[src/rtl/dp_seq_pkg.sv]
// Shared types and constants for the datapath micro-op sequencer.
package dp_seq_pkg;

   localparam int unsigned OpWidth = 12;

   // Micro-op field bit positions
   localparam int unsigned OpCondBit  = 11;
   localparam int unsigned OpWrBit    = 10;
   localparam int unsigned OpAluMsb   = 9;
   localparam int unsigned OpAluLsb   = 7;
   localparam int unsigned OpAddr1Msb = 6;
   localparam int unsigned OpAddr1Lsb = 5;
   localparam int unsigned OpAddr2Msb = 4;
   localparam int unsigned OpAddr2Lsb = 3;
   localparam int unsigned OpAddr3Msb = 2;
   localparam int unsigned OpAddr3Lsb = 1;
   localparam int unsigned OpLastBit  = 0;

   localparam logic [2:0] AluAdd = 3'b000;
   localparam logic [2:0] AluSub = 3'b001;

   // Field order matches the bit positions above
   typedef struct packed {
      logic       cond;
      logic       wr;
      logic [2:0] alu;
      logic [1:0] addr1;
      logic [1:0] addr2;
      logic [1:0] addr3;
      logic       last;
   } op_t;

   typedef enum logic [1:0] {
      StIdle = 2'd0,
      StRun  = 2'd1,
      StHalt = 2'd2
   } state_e;

   function automatic op_t make_op(logic cond, logic wr, logic [2:0] alu, logic [1:0] a1,
                                   logic [1:0] a2, logic [1:0] a3, logic last);
      op_t o;
      o.cond  = cond;
      o.wr    = wr;
      o.alu   = alu;
      o.addr1 = a1;
      o.addr2 = a2;
      o.addr3 = a3;
      o.last  = last;
      return o;
   endfunction

endpackage

[src/rtl/dp_sequencer_if.sv]
// Micro-op producer channel (valid/ready) into the sequencer.
interface dp_sequencer_if;
   import dp_seq_pkg::*;

   logic op_valid;
   op_t  op_data;
   logic op_ready;

   modport master (output op_valid, output op_data, input op_ready);
   modport slave  (input op_valid, input op_data, output op_ready);
endinterface

[src/rtl/op_fifo.sv]
// Small synchronous FIFO with combinational head and a synchronous flush.
module op_fifo #(
   parameter int unsigned Width = 12,
   parameter int unsigned Depth = 4
) (
   input  logic                         clk_i,
   input  logic                         rst_ni,
   input  logic                         flush_i,
   input  logic                         push_i,
   input  logic [Width-1:0]             wdata_i,
   input  logic                         pop_i,
   output logic [Width-1:0]             rdata_o,
   output logic                         full_o,
   output logic                         empty_o,
   output logic [$clog2(Depth+1)-1:0]   count_o
);

   localparam int unsigned PtrW = $clog2(Depth);
   localparam int unsigned CntW = $clog2(Depth + 1);

   logic [Width-1:0] mem_q [Depth];
   logic [PtrW-1:0]  wr_ptr_q, wr_ptr_d;
   logic [PtrW-1:0]  rd_ptr_q, rd_ptr_d;
   logic [CntW-1:0]  count_q, count_d;
   logic             push_ok, pop_ok;

   assign full_o  = (count_q == CntW'(Depth));
   assign empty_o = (count_q == '0);
   assign count_o = count_q;
   assign rdata_o = mem_q[rd_ptr_q];
   assign push_ok = push_i & ~full_o;
   assign pop_ok  = pop_i & ~empty_o;

   // Pointer/count next state; flush drops everything including a same-cycle push
   always_comb begin
      wr_ptr_d = wr_ptr_q;
      rd_ptr_d = rd_ptr_q;
      count_d  = count_q;
      if (flush_i) begin
         wr_ptr_d = '0;
         rd_ptr_d = '0;
         count_d  = '0;
      end else begin
         // Depth is a power of two, so pointers wrap naturally
         if (push_ok) wr_ptr_d = wr_ptr_q + PtrW'(1);
         if (pop_ok)  rd_ptr_d = rd_ptr_q + PtrW'(1);
         case ({push_ok, pop_ok})
            2'b10:   count_d = count_q + CntW'(1);
            2'b01:   count_d = count_q - CntW'(1);
            default: count_d = count_q;
         endcase
      end
   end

   // Pointer and count registers
   always_ff @(posedge clk_i or negedge rst_ni) begin
      if (!rst_ni) begin
         wr_ptr_q <= '0;
         rd_ptr_q <= '0;
         count_q  <= '0;
      end else begin
         wr_ptr_q <= wr_ptr_d;
         rd_ptr_q <= rd_ptr_d;
         count_q  <= count_d;
      end
   end

   // Storage needs no reset; empty entries are never issued
   always_ff @(posedge clk_i) begin
      if (push_ok) mem_q[wr_ptr_q] <= wdata_i;
   end

endmodule

[src/rtl/dp_sequencer.sv]
// Micro-op sequencer: queues ops, issues one per cycle to the register-file/ALU
// datapath, tracks Zero/Overflow flags and halts on overflow.
module dp_sequencer
   import dp_seq_pkg::*;
#(
   parameter int unsigned DEPTH       = 4,
   parameter bit          HALT_ON_OVF = 1'b1
) (
   input  logic                 clk,
   input  logic                 rst,
   dp_sequencer_if.slave        op,
   input  logic                 start,
   input  logic                 clr,
   input  logic                 Zero,
   input  logic                 Overflow,
   output logic                 wr,
   output logic [2:0]           ALUControl,
   output logic [1:0]           addr1,
   output logic [1:0]           addr2,
   output logic [1:0]           addr3,
   output logic                 busy,
   output logic                 done,
   output logic                 halted,
   output logic                 flag_z,
   output logic                 flag_v
);

   localparam int unsigned CntW = $clog2(DEPTH + 1);

   state_e          state_q;
   logic            busy_q, done_q, halted_q;
   logic            flag_z_q, flag_v_q;

   logic [OpWidth-1:0] head_raw;
   op_t             head;
   logic            fifo_full, fifo_empty;
   logic [CntW-1:0] fifo_count;
   logic            push, issue, exec, flush;

   assign head  = op_t'(head_raw);
   assign push  = op.op_valid & ~fifo_full;
   assign issue = (state_q == StRun) & ~fifo_empty;
   // A conditional op whose condition fails still issues (pops) but does not execute
   assign exec  = issue & (~head.cond | flag_z_q);
   assign flush = (state_q == StHalt) & clr;

   assign op.op_ready = (fifo_count < CntW'(DEPTH));

   op_fifo #(
      .Width (OpWidth),
      .Depth (DEPTH)
   ) u_fifo (
      .clk_i   (clk),
      .rst_ni  (rst),
      .flush_i (flush),
      .push_i  (push),
      .wdata_i (op.op_data),
      .pop_i   (issue),
      .rdata_o (head_raw),
      .full_o  (fifo_full),
      .empty_o (fifo_empty),
      .count_o (fifo_count)
   );

   // Datapath drive: head fields only during an issue cycle, zero otherwise
   always_comb begin
      wr         = 1'b0;
      ALUControl = '0;
      addr1      = '0;
      addr2      = '0;
      addr3      = '0;
      if (issue) begin
         wr         = exec & head.wr;
         ALUControl = head.alu;
         addr1      = head.addr1;
         addr2      = head.addr2;
         addr3      = head.addr3;
      end
   end

   // Control FSM with registered status outputs and flags
   always_ff @(posedge clk or negedge rst) begin
      if (!rst) begin
         state_q  <= StIdle;
         busy_q   <= 1'b0;
         done_q   <= 1'b0;
         halted_q <= 1'b0;
         flag_z_q <= 1'b0;
         flag_v_q <= 1'b0;
      end else begin
         done_q <= 1'b0;
         case (state_q)
            StIdle: begin
               if (start) begin
                  state_q <= StRun;
                  busy_q  <= 1'b1;
               end
            end
            StRun: begin
               if (issue) begin
                  if (exec) begin
                     flag_z_q <= Zero;
                     flag_v_q <= flag_v_q | Overflow;
                  end
                  // Overflow halt wins over a last op issuing at the same edge
                  if (exec && Overflow && HALT_ON_OVF) begin
                     state_q  <= StHalt;
                     busy_q   <= 1'b0;
                     halted_q <= 1'b1;
                  end else if (head.last) begin
                     state_q <= StIdle;
                     busy_q  <= 1'b0;
                     done_q  <= 1'b1;
                  end
               end
            end
            StHalt: begin
               if (clr) begin
                  state_q  <= StIdle;
                  halted_q <= 1'b0;
                  flag_z_q <= 1'b0;
                  flag_v_q <= 1'b0;
               end
            end
            default: begin
               state_q  <= StIdle;
               busy_q   <= 1'b0;
               halted_q <= 1'b0;
            end
         endcase
      end
   end

   assign busy   = busy_q;
   assign done   = done_q;
   assign halted = halted_q;
   assign flag_z = flag_z_q;
   assign flag_v = flag_v_q;

endmodule

[src/flat_wrapper.sv]
// flat-port wrapper written by rule: the top's interface ports become plain ports
module dp_sequencer_flat import dp_seq_pkg::*;
#(
   parameter int unsigned DEPTH       = 4,
   parameter bit          HALT_ON_OVF = 1'b1
)
  (clk, rst, start, clr, Zero, Overflow, wr, ALUControl, addr1, addr2, addr3, busy, done, halted, flag_z, flag_v, op_op_valid, op_op_data, op_op_ready);
  dp_sequencer_if op_i ();
  input  logic clk;
  input  logic rst;
  input  logic start;
  input  logic clr;
  input  logic Zero;
  input  logic Overflow;
  output logic wr;
  output logic [2:0] ALUControl;
  output logic [1:0] addr1;
  output logic [1:0] addr2;
  output logic [1:0] addr3;
  output logic busy;
  output logic done;
  output logic halted;
  output logic flag_z;
  output logic flag_v;
  input wire logic [$bits(op_i.op_valid)-1:0] op_op_valid;
  input wire logic [$bits(op_i.op_data)-1:0] op_op_data;
  output wire logic [$bits(op_i.op_ready)-1:0] op_op_ready;
  assign op_i.op_valid = op_op_valid;
  assign op_i.op_data = op_op_data;
  assign op_op_ready = op_i.op_ready;
  dp_sequencer #(.DEPTH(DEPTH), .HALT_ON_OVF(HALT_ON_OVF)) u_core (.clk(clk), .rst(rst), .op(op_i), .start(start), .clr(clr), .Zero(Zero), .Overflow(Overflow), .wr(wr), .ALUControl(ALUControl), .addr1(addr1), .addr2(addr2), .addr3(addr3), .busy(busy), .done(done), .halted(halted), .flag_z(flag_z), .flag_v(flag_v));
endmodule
[config.mk]
export PLATFORM = sky130hd
export DESIGN_NAME = dp_sequencer_flat
export DESIGN_NICKNAME = d
export VERILOG_FILES = /design/src/rtl/dp_seq_pkg.sv /design/src/rtl/dp_sequencer_if.sv /design/src/rtl/op_fifo.sv /design/src/rtl/dp_sequencer.sv /design/src/flat_wrapper.sv
export SDC_FILE = /design/constraint.sdc
export NUM_CORES = 1
export LEC_CHECK = 0
export BUFFER_PORTS_ARGS = -buffer_cell sky130_fd_sc_hd__buf_4
export CAP_MARGIN = 10
export CORE_MARGIN = 5
export CORE_UTILIZATION = 23
export DETAILED_ROUTE_END_ITERATION = 10
export SYNTH_ARGS = -nofsm -noshare
export SYNTH_HDL_FRONTEND = slang
export SYNTH_SLANG_ARGS = --single-unit
[constraint.sdc]
create_clock -name clk -period 4.1 [get_ports clk]
set_clock_uncertainty 0.05 [all_clocks]
set_input_delay 0.615 -clock clk [delete_from_list [all_inputs] [get_ports clk]]
set_output_delay 0.615 -clock clk [all_outputs]
set_load 0.005 [all_outputs]
==> summary.md <==
| Metric | Value |
|---|---|
| ANT cells | 0 |
| Worst setup EP type | primary output |
| CP endpoint | addr3[0] |
| Synth unique cells | 37 |
| Row count | 39 |
| Clk slew on worst S/H paths | 0.05 ns |
| Avg Cell Area, Syn | 16.4 um^2 |
| Cell count along the critical path | 3 |
| Sequential element share of the synthesized area | 0.685 |
| R2R cell count | 9 |
| Die ar. | 13,600 um^2 |
| Bufs and invs on worst path | 1 |
| Ys Warns | 0 |
| Post-CTS Setup Bufs | 0 |
| Initial antenna violation count | 0 |
| Pins over their slew limit | 0 |
| Setup TNS | 0 ns |
| Main flop type after synthesis | edfxtp_1 |
| Worst-path fanout max | 15 |
| GPL Wtd Cong | 0.773 |
| Largest cells by area after synthesis | edfxtp_1 55%, dfrtp_1 13%, mux4_2 8.6%, and3_1 2.4%, ha_1 2.4% |
| Area delta synth->final | 27.4% |
| Vias in the first global route | 1,589 |
| Pre-CTS WS | 1.45 ns |
| Post-CTS sizing | 0 |
| Crit-path cells | mux4_1, and3_1, buf_4 |
| # H-tree levels | 3 |
| CORE AREA | 11,300 um^2 |
| Fmax | 349 MHz |
| 1st-pass router iterations | 4 |
| Worst path top cell family by delay | flip-flops |
| Area of the multi-input gates | 747 um^2 |
| Area after DPL | 3030 um^2 |
| GRT Util Overall | 0.0828 |
| Chip width | 117 um |
| Remaining antenna violation count | 0 |
| Max clock buf depth | 2 |
| Global-route wire length before repair | 8.16 mm |
| Register area | 1790 um^2 |
| Type of the worst setup path | register to primary output |
| HPWL after DPL | 3.42 mm |
| Routed len/inst | 14.7 um |
| #FFs+latches synth | 62 |
| Leading area contributor after synthesis | edfxtp_1 |
| Startpoint Class | register |
| Worst endpoint required time | 3.43 ns |
| Largest stage delay, worst path | 0.92 ns |
| Drt via density | 4.22 |
| Initial Util | 0.232 |
| Flop2flop setup slack | 1.45 ns |
| CTS root buf | clkbuf_16 |
| IR drop worst, VDD | 0.000269 V |
| Final std cells w/o fill | 349 |
| CTS Sinks | 62 |
| Filler cells | 1,097 |
| Max transition margin | 0.402 |
| CTS hold repair buffers | 0 |
| Worst path slowest cell | dfrtp_1 |
| Layout Nets | 226 |
| Power per cell area | 782 nW/um^2 |
| RSZ-0062 raised after global routing | no |
| Detailed-route via count | 1,474 |
| Fin crit share | 0.700 |
| Status | finished, final reports clean |
| Post-Syn Area | 2620 um^2 |
| Cells after Synth | 160 |
| Crit path time final | 2.87 ns |
| # IOs | 35 |
| Pwr Total | 0.00261 W |
| CTS tree | done |
| Fin area | 3330 um^2 |
| Number of setup violations in the final report | 0 |
| Worst r2r dst | u_core.u_fifo.count_o[2]$_DFFE_PN0P_ |
| Hold Crit Class | input port to asynchronous set/reset pin |
| Num CTS Buffers | 9 |
| Leak | 1.29 nW |
| Final hold violation count | 0 |
| DRC violations left | 0 |
| Clk Latency, worst-skew pair | 0.32 ns |
| R2R Path Start | u_core.u_fifo.count_o[0]$_DFFE_PN0P_ |
| Critical Path Start | u_core.u_fifo.rd_ptr_q[0]$_DFFE_PN0P_ |
| Final setup margin | 1.23 ns |
| Syn Nets | 185 |
| Largest net degree at the start of global routing | 16 |
| Post-synth EDFFs | 48 |
| Slew @ Worst Pin | 0.897 ns |
| Share of post-route cells with drive strength above 1 | 0.306 |
| Final wirelength | 5.12 mm |
| GRT overflow | 0 |
| Cell total after placement | 333 |
| Die height | 117 um |
| Arr. time, crit path | 2.20 ns |
| Async SR Flop Fraction | 0.226 |
| 1st-iter DRT viols | 56 |
| Max Cap Viol | 0 |
| Buffers on Ports | 34 |
| Synth top area share | 0.551 |
## layout make-up
type                    count  area share
flip-flops and latches     62       0.538
multi-input cells          81       0.224
repair buffers             35      0.0788
clock buffers              11      0.0698
well taps                 143      0.0537
clock inverters             5      0.0221
inverters                  12      0.0139
## placed cells by master, fill, tap and decap left out, drive strengths merged, types with 2 or more instances in the layout
cell / n
nand2: 3
dfrtp: 14
buf: 35
mux2i: 4
a21oi: 3
xor2: 3
clkinv: 4
mux4: 11
inv: 11
nand2b: 2
and3: 10
bufinv: 2
o22ai: 2
ha: 5
xnor2: 2
edfxtp: 48
o21ai: 3
and2: 5
or2: 2
or3: 2
nor2: 11
clkbuf: 11
## Yosys cell counts, types with 2 or more instances
library cell,number
mux4_2,10
mux2i_1,4
nand2_1,3
or3_1,2
xnor2_1,2
xor2_1,3
a21oi_1,3
or2_2,2
inv_1,11
clkbuf_1,2
o21ai_0,3
and2_1,5
dfrtp_1,14
nor2_1,11
nand2b_1,2
ha_1,5
and3_1,10
edfxtp_1,48
o22ai_1,2
## how the worst min path moves through the flow
| stage | end | slack, ns |
|---|---|---|
| 2_1_floorplan | u_core.busy$_DFFE_PN0P_ | 0.27 |
| 4_1_cts | u_core.u_fifo.count_o[1]$_DFFE_PN0P_ | 0.08 |
| 3_3_place_gp | u_core.halted$_DFFE_PN0P_ | 0.42 |
| 6_report | u_core.flag_v$_DFFE_PN0P_ | 0.09 |
| 3_5_place_dp | u_core.flag_v$_DFFE_PN0P_ | 0.43 |
| 5_1_grt | u_core.u_fifo.count_o[2]$_DFFE_PN0P_ | 0.09 |
## worst reg2reg max path: stages (launching register included)
cell     delay [ns]
dfrtp_1        0.41
or3_1          0.44
nand2_1        0.26
inv_1          0.18
ha_1           0.20
inv_1          0.06
fa_1           0.37
xor2_1         0.16
or3_1          0.30
a21oi_1        0.16
## kinds of logic after synthesis
logic type | Yosys count | synth area share
AOI/OAI and AO/OA | 17 | 0.0493
xor gates and xnor gates | 5 | 0.0167
adders and majority gates | 6 | 0.0316
buffers and inverters | 17 | 0.0296
DFF | 62 | 0.685
muxes | 15 | 0.111
and+or+nand+nor | 38 | 0.0765
## stage by stage
| stage | util | hold WS (ns) |
|---|---|---|
| final | 0.296 | 0.0940 |
| after global routing | 0.296 | 0.0876 |
| after CTS | 0.296 | 0.0839 |
| after detailed placement | 0.269 | 0.425 |
| after global placement | 0.269 | 0.421 |
| after floorplan | - | 0.269 |
## state kept, by name, indices dropped and copies added (netlist names)
register / flops
u_core.u_fifo.mem_q: 48
u_core.u_fifo.count_o: 3
u_core.state_q: 2
u_core.u_fifo.rd_ptr_q: 2
u_core.u_fifo.wr_ptr_q: 2
u_core.busy: 1
u_core.done: 1
u_core.flag_v: 1
u_core.flag_z: 1
u_core.halted: 1
## power by group
group          internal (W)  switching, W
sequential         0.000859      0.000147
combinational      0.000434      0.000396
clock              0.000527      0.000241
total               0.00182      0.000785
## per-layer routing
| layer | GRT usage | vias to the layer above | part of all wire |
|---|---|---|---|
| met3 | 0.0254 | 6 | 0.040 |
| met2 | 0.140 | 24 | 0.52 |
| met1 | 0.0934 | 755 | 0.43 |
| met4 | 0.0459 | 0 | 0.017 |
| li1 | - | 689 | - |
| met5 | 0 | - | 0 |
No activity file was read; power rests on OpenSTA's default activity.
